File: src/rtl/filter_peak_detector.sv
// Peak detector for one filter output stream: finds threshold-crossing pulses,
// reports peak amplitude, peak timestamp, width and pile-up per pulse, then applies dead time.
module filter_peak_detector #(
    parameter int SIZE_FILTER_DATA = 16,
    parameter int DATA_WIDTH       = SIZE_FILTER_DATA,
    parameter int TIME_WIDTH       = 16,
    parameter int MAX_WIDTH        = 64,
    parameter int HOLDOFF_WIDTH    = 8,
    parameter int CNT_WIDTH        = 16,
    localparam int WW              = $clog2(MAX_WIDTH + 1)
) (
    input  logic                     clk,
    input  logic                     reset,
    input  logic [DATA_WIDTH-1:0]    input_data,
    input  logic [DATA_WIDTH-1:0]    threshold,
    input  logic [HOLDOFF_WIDTH-1:0] holdoff,
    output logic                     peak_valid,
    output logic [DATA_WIDTH-1:0]    peak_amp,
    output logic [TIME_WIDTH-1:0]    peak_time,
    output logic [WW-1:0]            peak_width,
    output logic                     peak_pileup,
    output logic [CNT_WIDTH-1:0]     event_count
);

    typedef enum logic [1:0] {
        S_IDLE     = 2'd0,
        S_ARMED    = 2'd1,
        S_WAIT_LOW = 2'd2,
        S_HOLDOFF  = 2'd3
    } state_t;

    localparam logic [WW-1:0]            W_ONE    = WW'(1'b1);
    localparam logic [WW-1:0]            W_MAX    = WW'(MAX_WIDTH);
    localparam logic [TIME_WIDTH-1:0]    T_ONE    = TIME_WIDTH'(1'b1);
    localparam logic [CNT_WIDTH-1:0]     C_ONE    = CNT_WIDTH'(1'b1);
    localparam logic [HOLDOFF_WIDTH-1:0] H_ONE    = HOLDOFF_WIDTH'(1'b1);
    localparam logic [HOLDOFF_WIDTH-1:0] H_ZERO   = HOLDOFF_WIDTH'(1'b0);

    state_t                   r_state;
    logic [TIME_WIDTH-1:0]    r_time_cnt;
    logic [DATA_WIDTH-1:0]    r_d;
    logic [TIME_WIDTH-1:0]    r_t;
    logic [DATA_WIDTH-1:0]    r_thr;
    logic [DATA_WIDTH-1:0]    r_peak;
    logic [TIME_WIDTH-1:0]    r_ptime;
    logic [WW-1:0]            r_width;
    logic [HOLDOFF_WIDTH-1:0] r_hold;
    logic                     r_valid;
    logic [DATA_WIDTH-1:0]    r_amp_o;
    logic [TIME_WIDTH-1:0]    r_time_o;
    logic [WW-1:0]            r_width_o;
    logic                     r_pileup_o;
    logic [CNT_WIDTH-1:0]     r_count;

    logic w_above;
    logic w_above_peak;
    logic w_at_max;

    assign w_above      = (r_d > r_thr);
    assign w_above_peak = (r_d > r_peak);
    assign w_at_max     = (r_width == W_MAX);

    // Free-running timestamp and the sample/tag input register pair
    always_ff @(posedge clk or negedge reset) begin
        if (!reset) begin
            r_time_cnt <= '0;
            r_d        <= '0;
            r_t        <= '0;
        end else begin
            r_time_cnt <= r_time_cnt + T_ONE;
            r_d        <= input_data;
            r_t        <= r_time_cnt;
        end
    end

    // Pulse FSM with registered result record and event counter
    always_ff @(posedge clk or negedge reset) begin
        if (!reset) begin
            r_state    <= S_IDLE;
            r_thr      <= '0;
            r_peak     <= '0;
            r_ptime    <= '0;
            r_width    <= '0;
            r_hold     <= '0;
            r_valid    <= 1'b0;
            r_amp_o    <= '0;
            r_time_o   <= '0;
            r_width_o  <= '0;
            r_pileup_o <= 1'b0;
            r_count    <= '0;
        end else begin
            r_valid <= 1'b0;
            case (r_state)
                S_IDLE: begin
                    r_thr <= threshold;
                    if (w_above) begin
                        r_peak  <= r_d;
                        r_ptime <= r_t;
                        r_width <= W_ONE;
                        r_state <= S_ARMED;
                    end
                end
                S_ARMED: begin
                    if (w_above && w_at_max) begin
                        r_valid    <= 1'b1;
                        r_amp_o    <= r_peak;
                        r_time_o   <= r_ptime;
                        r_width_o  <= r_width;
                        r_pileup_o <= 1'b1;
                        r_count    <= r_count + C_ONE;
                        r_state    <= S_WAIT_LOW;
                    end else if (w_above) begin
                        r_width <= r_width + W_ONE;
                        if (w_above_peak) begin
                            r_peak  <= r_d;
                            r_ptime <= r_t;
                        end
                    end else begin
                        r_valid    <= 1'b1;
                        r_amp_o    <= r_peak;
                        r_time_o   <= r_ptime;
                        r_width_o  <= r_width;
                        r_pileup_o <= 1'b0;
                        r_count    <= r_count + C_ONE;
                        r_hold     <= holdoff;
                        r_state    <= (holdoff == H_ZERO) ? S_IDLE : S_HOLDOFF;
                    end
                end
                S_WAIT_LOW: begin
                    // Truncated pulse already reported; only wait for it to fall
                    if (!w_above) begin
                        r_hold  <= holdoff;
                        r_state <= (holdoff == H_ZERO) ? S_IDLE : S_HOLDOFF;
                    end
                end
                S_HOLDOFF: begin
                    if (r_hold == H_ONE) begin
                        r_state <= S_IDLE;
                    end else begin
                        r_hold <= r_hold - H_ONE;
                    end
                end
                default: begin
                    r_state <= S_IDLE;
                end
            endcase
        end
    end

    assign peak_valid  = r_valid;
    assign peak_amp    = r_amp_o;
    assign peak_time   = r_time_o;
    assign peak_width  = r_width_o;
    assign peak_pileup = r_pileup_o;
    assign event_count = r_count;

endmodule

File: config.mk
export PLATFORM = sky130hd
export DESIGN_NAME = filter_peak_detector
export DESIGN_NICKNAME = d
export VERILOG_FILES = /design/src/rtl/filter_peak_detector.sv
export SDC_FILE = /design/constraint.sdc
export NUM_CORES = 1
export LEC_CHECK = 0
export CAP_MARGIN = 20
export CORE_MARGIN = 2
export CORE_UTILIZATION = 30
export CTS_BUF_LIST = sky130_fd_sc_hd__clkbuf_8
export CTS_CLUSTER_DIAMETER = 60
export DETAILED_ROUTE_END_ITERATION = 12
export PLACE_DENSITY = 0.54
export RECOVER_POWER = 50
export SETUP_SLACK_MARGIN = 0.15
export SYNTH_ARGS = -nofsm -noshare
export SYNTH_HDL_FRONTEND = slang
export SYNTH_SLANG_ARGS = --single-unit
File: constraint.sdc
create_clock -name clk -period 6.1 [get_ports clk]
set_input_delay 1.22 -clock clk [delete_from_list [all_inputs] [get_ports clk]]
set_output_delay 1.22 -clock clk [all_outputs]
set_load 0.005 [all_outputs]
==> results.sh <==
export IMPL_finClkSkew_ps=13.1
export IMPL_die_h_um=162
export IMPL_cts_num_sinks=170
export IMPL_cp_data_arrival_time_ps=4000
export IMPL_cpMaxStageDelayCell="clkbuf_1"
export IMPL_crit_path_max_incr_delay_ps=2240
export IMPL_htree_levels=4
export IMPL_fmax_mhz=242
export IMPL_syn_inst=608
export IMPL_synth_ff_type="dfrtp_1"
export IMPL_status="complete, but fails checks"
export IMPL_firstDrtPassIters=4
export IMPL_drive_gt1_frac=0.122
export IMPL_ant_nets=0
export IMPL_drt_iter0_drc=236
export IMPL_start_util=0.307
export IMPL_nets=789
export IMPL_vias=4824
export IMPL_power_density_mw_per_mm2=262
export IMPL_regToRegSetupSlack_ps=2430
export IMPL_critPathRequiredTime_ps=5980
export IMPL_hold_buffers=0
export IMPL_syn_area_mm2=0.00748
export IMPL_slew_headroom=-1.08
export IMPL_final_setup_viol_count=0
export IMPL_pwr_share_seq=0.523
export IMPL_n_fill_cell=2424
export IMPL_grt_max_degree=71
export IMPL_port_buffers=98
export IMPL_fin_crit_ps=4130
export IMPL_area_growth_pct=22.6
export IMPL_finalNonFillerCells=1046
export IMPL_report_power_total_w=0.00240
export IMPL_swShare=0.285
export IMPL_r2r_start="r_d[15]$_DFF_PN0_"
export IMPL_tightest_slew_ps=3120
export IMPL_min_path_cells=0
export IMPL_wl_per_cell_um=15.4
export IMPL_die_area_mm2=0.0262
export IMPL_r2r_end="r_peak[10]$_DFFE_PN0P_"
export IMPL_synth_seq_area_share=0.568
export IMPL_clkPwrFrac=0.327
export IMPL_numCtsBuffers=17
export IMPL_cts_setup_buffers=0
export IMPL_async_flop_share=1.00
export IMPL_clockBufferDepth=2
export IMPL_post_cts_resized=0
export IMPL_drv_cap=2
export IMPL_min_path_type="flop to flop"
export IMPL_worstHoldStart="r_time_cnt[15]$_DFF_PN0_"
export IMPL_dp_cells=1014
export IMPL_critPathKind="primary input to async pin"
export IMPL_dp_hpwl_um=11300
export IMPL_whs_ps=407
export IMPL_yosys_warnings=0
export IMPL_power_switching_w=0.000684
export IMPL_synth_edf_count=0
export IMPL_rsz0062_at_grt="false"
export IMPL_p_leak_nw=4.25
export IMPL_critPathTopFamily="buffers and inverters"
export IMPL_synth_fp_nets=688
export IMPL_cts_tree="yes"
export IMPL_cts_root_buf="clkbuf_8"
export IMPL_violations="capacitance limit, slew limit"
export IMPL_finalHoldViolations=0
export IMPL_clock_latency_ps=450
export IMPL_n_antenna_cell=0
export IMPL_grt_antenna_before_repair=1
export IMPL_grt_ovfl_total=0
export IMPL_gp_congestion=0.790
export IMPL_first_global_vias=4956
export IMPL_ys_ff_latch=170
export IMPL_coreArea_mm2=0.0244
export IMPL_grt_pass1_wl_um=26600
export IMPL_fin_crit_sh=0.676
export IMPL_worstRegToRegCells=8
export IMPL_end_kind="async pin"
export IMPL_rows=57
export IMPL_start_kind="primary input"
export IMPL_pwr_share_comb=0.150
export IMPL_route_detailed_drc=0
export IMPL_crit_buf_inv=2
export IMPL_synthDistinctLibCells=58
export IMPL_grt_usage=0.129
export IMPL_worstPathMaxFanout=70
export IMPL_internal_power_w=0.00172
export IMPL_routed_via_density=4.61
export IMPL_slew_viol_final=104
export IMPL_multiInputGateArea_mm2=0.00295
export IMPL_ir_worst_vdd_mv=0.112
export IMPL_cts_clk_slew_worst_paths_ps=90
export IMPL_synth_area_per_cell_um2=12.3
export IMPL_drt_wl_total_um=16100
export IMPL_cp_cell_sequence="buf_6 -> clkbuf_1"
export IMPL_regArea_mm2=0.00425
export IMPL_io_pins=99
export IMPL_fp_dieW_um=162
export IMPL_hold_end="r_t[15]$_DFF_PN0_"
export IMPL_fin_setup_tns_ps=0
metrics by stage:
step	worst slack, ps	area, um2	util
3_3_place_gp	2490	8800	0.361
3_5_place_dp	2430	8800	0.361
6_report	1970	9180	0.376
5_1_grt	1190	9180	0.376
2_1_floorplan	3450	7480	-
4_1_cts	2400	9190	0.377
synth_stat cells, types with 14 or more instances:
cell type,n,area share
a211oi_1,14,0.014
ha_1,38,0.064
xor2_1,16,0.019
nand2_1,42,0.021
a21oi_1,21,0.014
inv_1,43,0.022
o21ai_0,23,0.015
mux2_2,40,0.060
mux2_1,32,0.048
nand3_1,24,0.016
dfrtp_1,170,0.57
nand4_1,15,0.013
xnor2_1,17,0.020
cells in the final DEF, fill, tap and decap left out, drive strengths merged, types with 7 or more instances in the layout:
cell type      netlist  routed
clkbuf              11      22
xor2                16      16
a211oi              14      14
inv                 43      48
nor2                12      12
nand3               24      24
xnor2               17      17
nand2               42      42
dlygate4sd3          0      16
dfrtp              170     170
a21oi               22      22
ha                  38      38
mux2                72      72
o21ai               23      23
nand4               16      16
nor3                 7       7
clkdlybuf4s50        0      81
routing by layer:
layer,share of wire,track usage,vias to the layer above
li1,-,-,2358
met1,0.50,0.185,2368
met2,0.45,0.195,83
met3,0.041,0.0327,13
met4,0.0093,0.0334,2
met5,0.00081,0,-
cells by family (layout without fill, tap and decap cells):
group,after synthesis,in the layout,share of synthesized area
buf+inv,64,178,0.0369
xor+xnor,33,33,0.0386
mux,74,74,0.111
simple gates,136,136,0.0948
fa+ha+maj,39,39,0.0649
compound gates,92,92,0.0854
flops,170,170,0.568
worst reg2reg max path, cell delays in order, from the launching register on:
cell	delay, ps
dfrtp_1	420
ha_1	320
nand4_1	210
nor4_2	420
a21boi_2	280
o31a_2	550
nand4_2	580
buf_4	440
mux2_1	350
final cells by class:
cell class | count | area share
Timing Repair Buffer | 103 | 0.110
Tap cell | 324 | 0.0442
Multi-Input combinational cell | 374 | 0.322
Inverter | 43 | 0.0176
Clock inverter | 13 | 0.0145
Clock buffer | 19 | 0.0285
Sequential cell | 170 | 0.464
power groups by stage:
stage	sequential, W	clock, W	combinational [W]
finish	0.00126	0.000786	0.000359
global route	0.00127	0.000866	0.000416
CTS	0.00126	0.000826	0.000369
detailed placement	0.00128	0	0.000368
global placement	0.00128	0	0.000363
floorplan	0.00126	0	0.000248
registers in the layout, indices dropped and copies added, names as in the netlist:
signal	cells
event_count	16
peak_amp	16
peak_pileup	1
peak_time	16
peak_valid	1
peak_width	7
r_d	16
r_hold	8
r_peak	16
r_ptime	16
r_state	2
r_t	16
r_thr	16
r_time_cnt	16
r_width	7
worst max-delay path by stage:
stage                       from                           to  slack, ps  cells past startpoint
2_1_floorplan  r_d[13]$_DFF_PN0_      peak_amp[0]$_DFFE_PN0P_       3450                      8
3_3_place_gp   r_d[13]$_DFF_PN0_    peak_time[12]$_DFFE_PN0P_       2490                      8
3_5_place_dp   r_d[15]$_DFF_PN0_       r_peak[14]$_DFFE_PN0P_       2430                      8
4_1_cts        r_d[13]$_DFF_PN0_       r_peak[14]$_DFFE_PN0P_       2400                      8
5_1_grt                    reset       r_state[1]$_DFFE_PN0P_       1190                      2
6_report                   reset  event_count[15]$_DFFE_PN0P_       1970                      2
(Power assumes the default switching activity.)
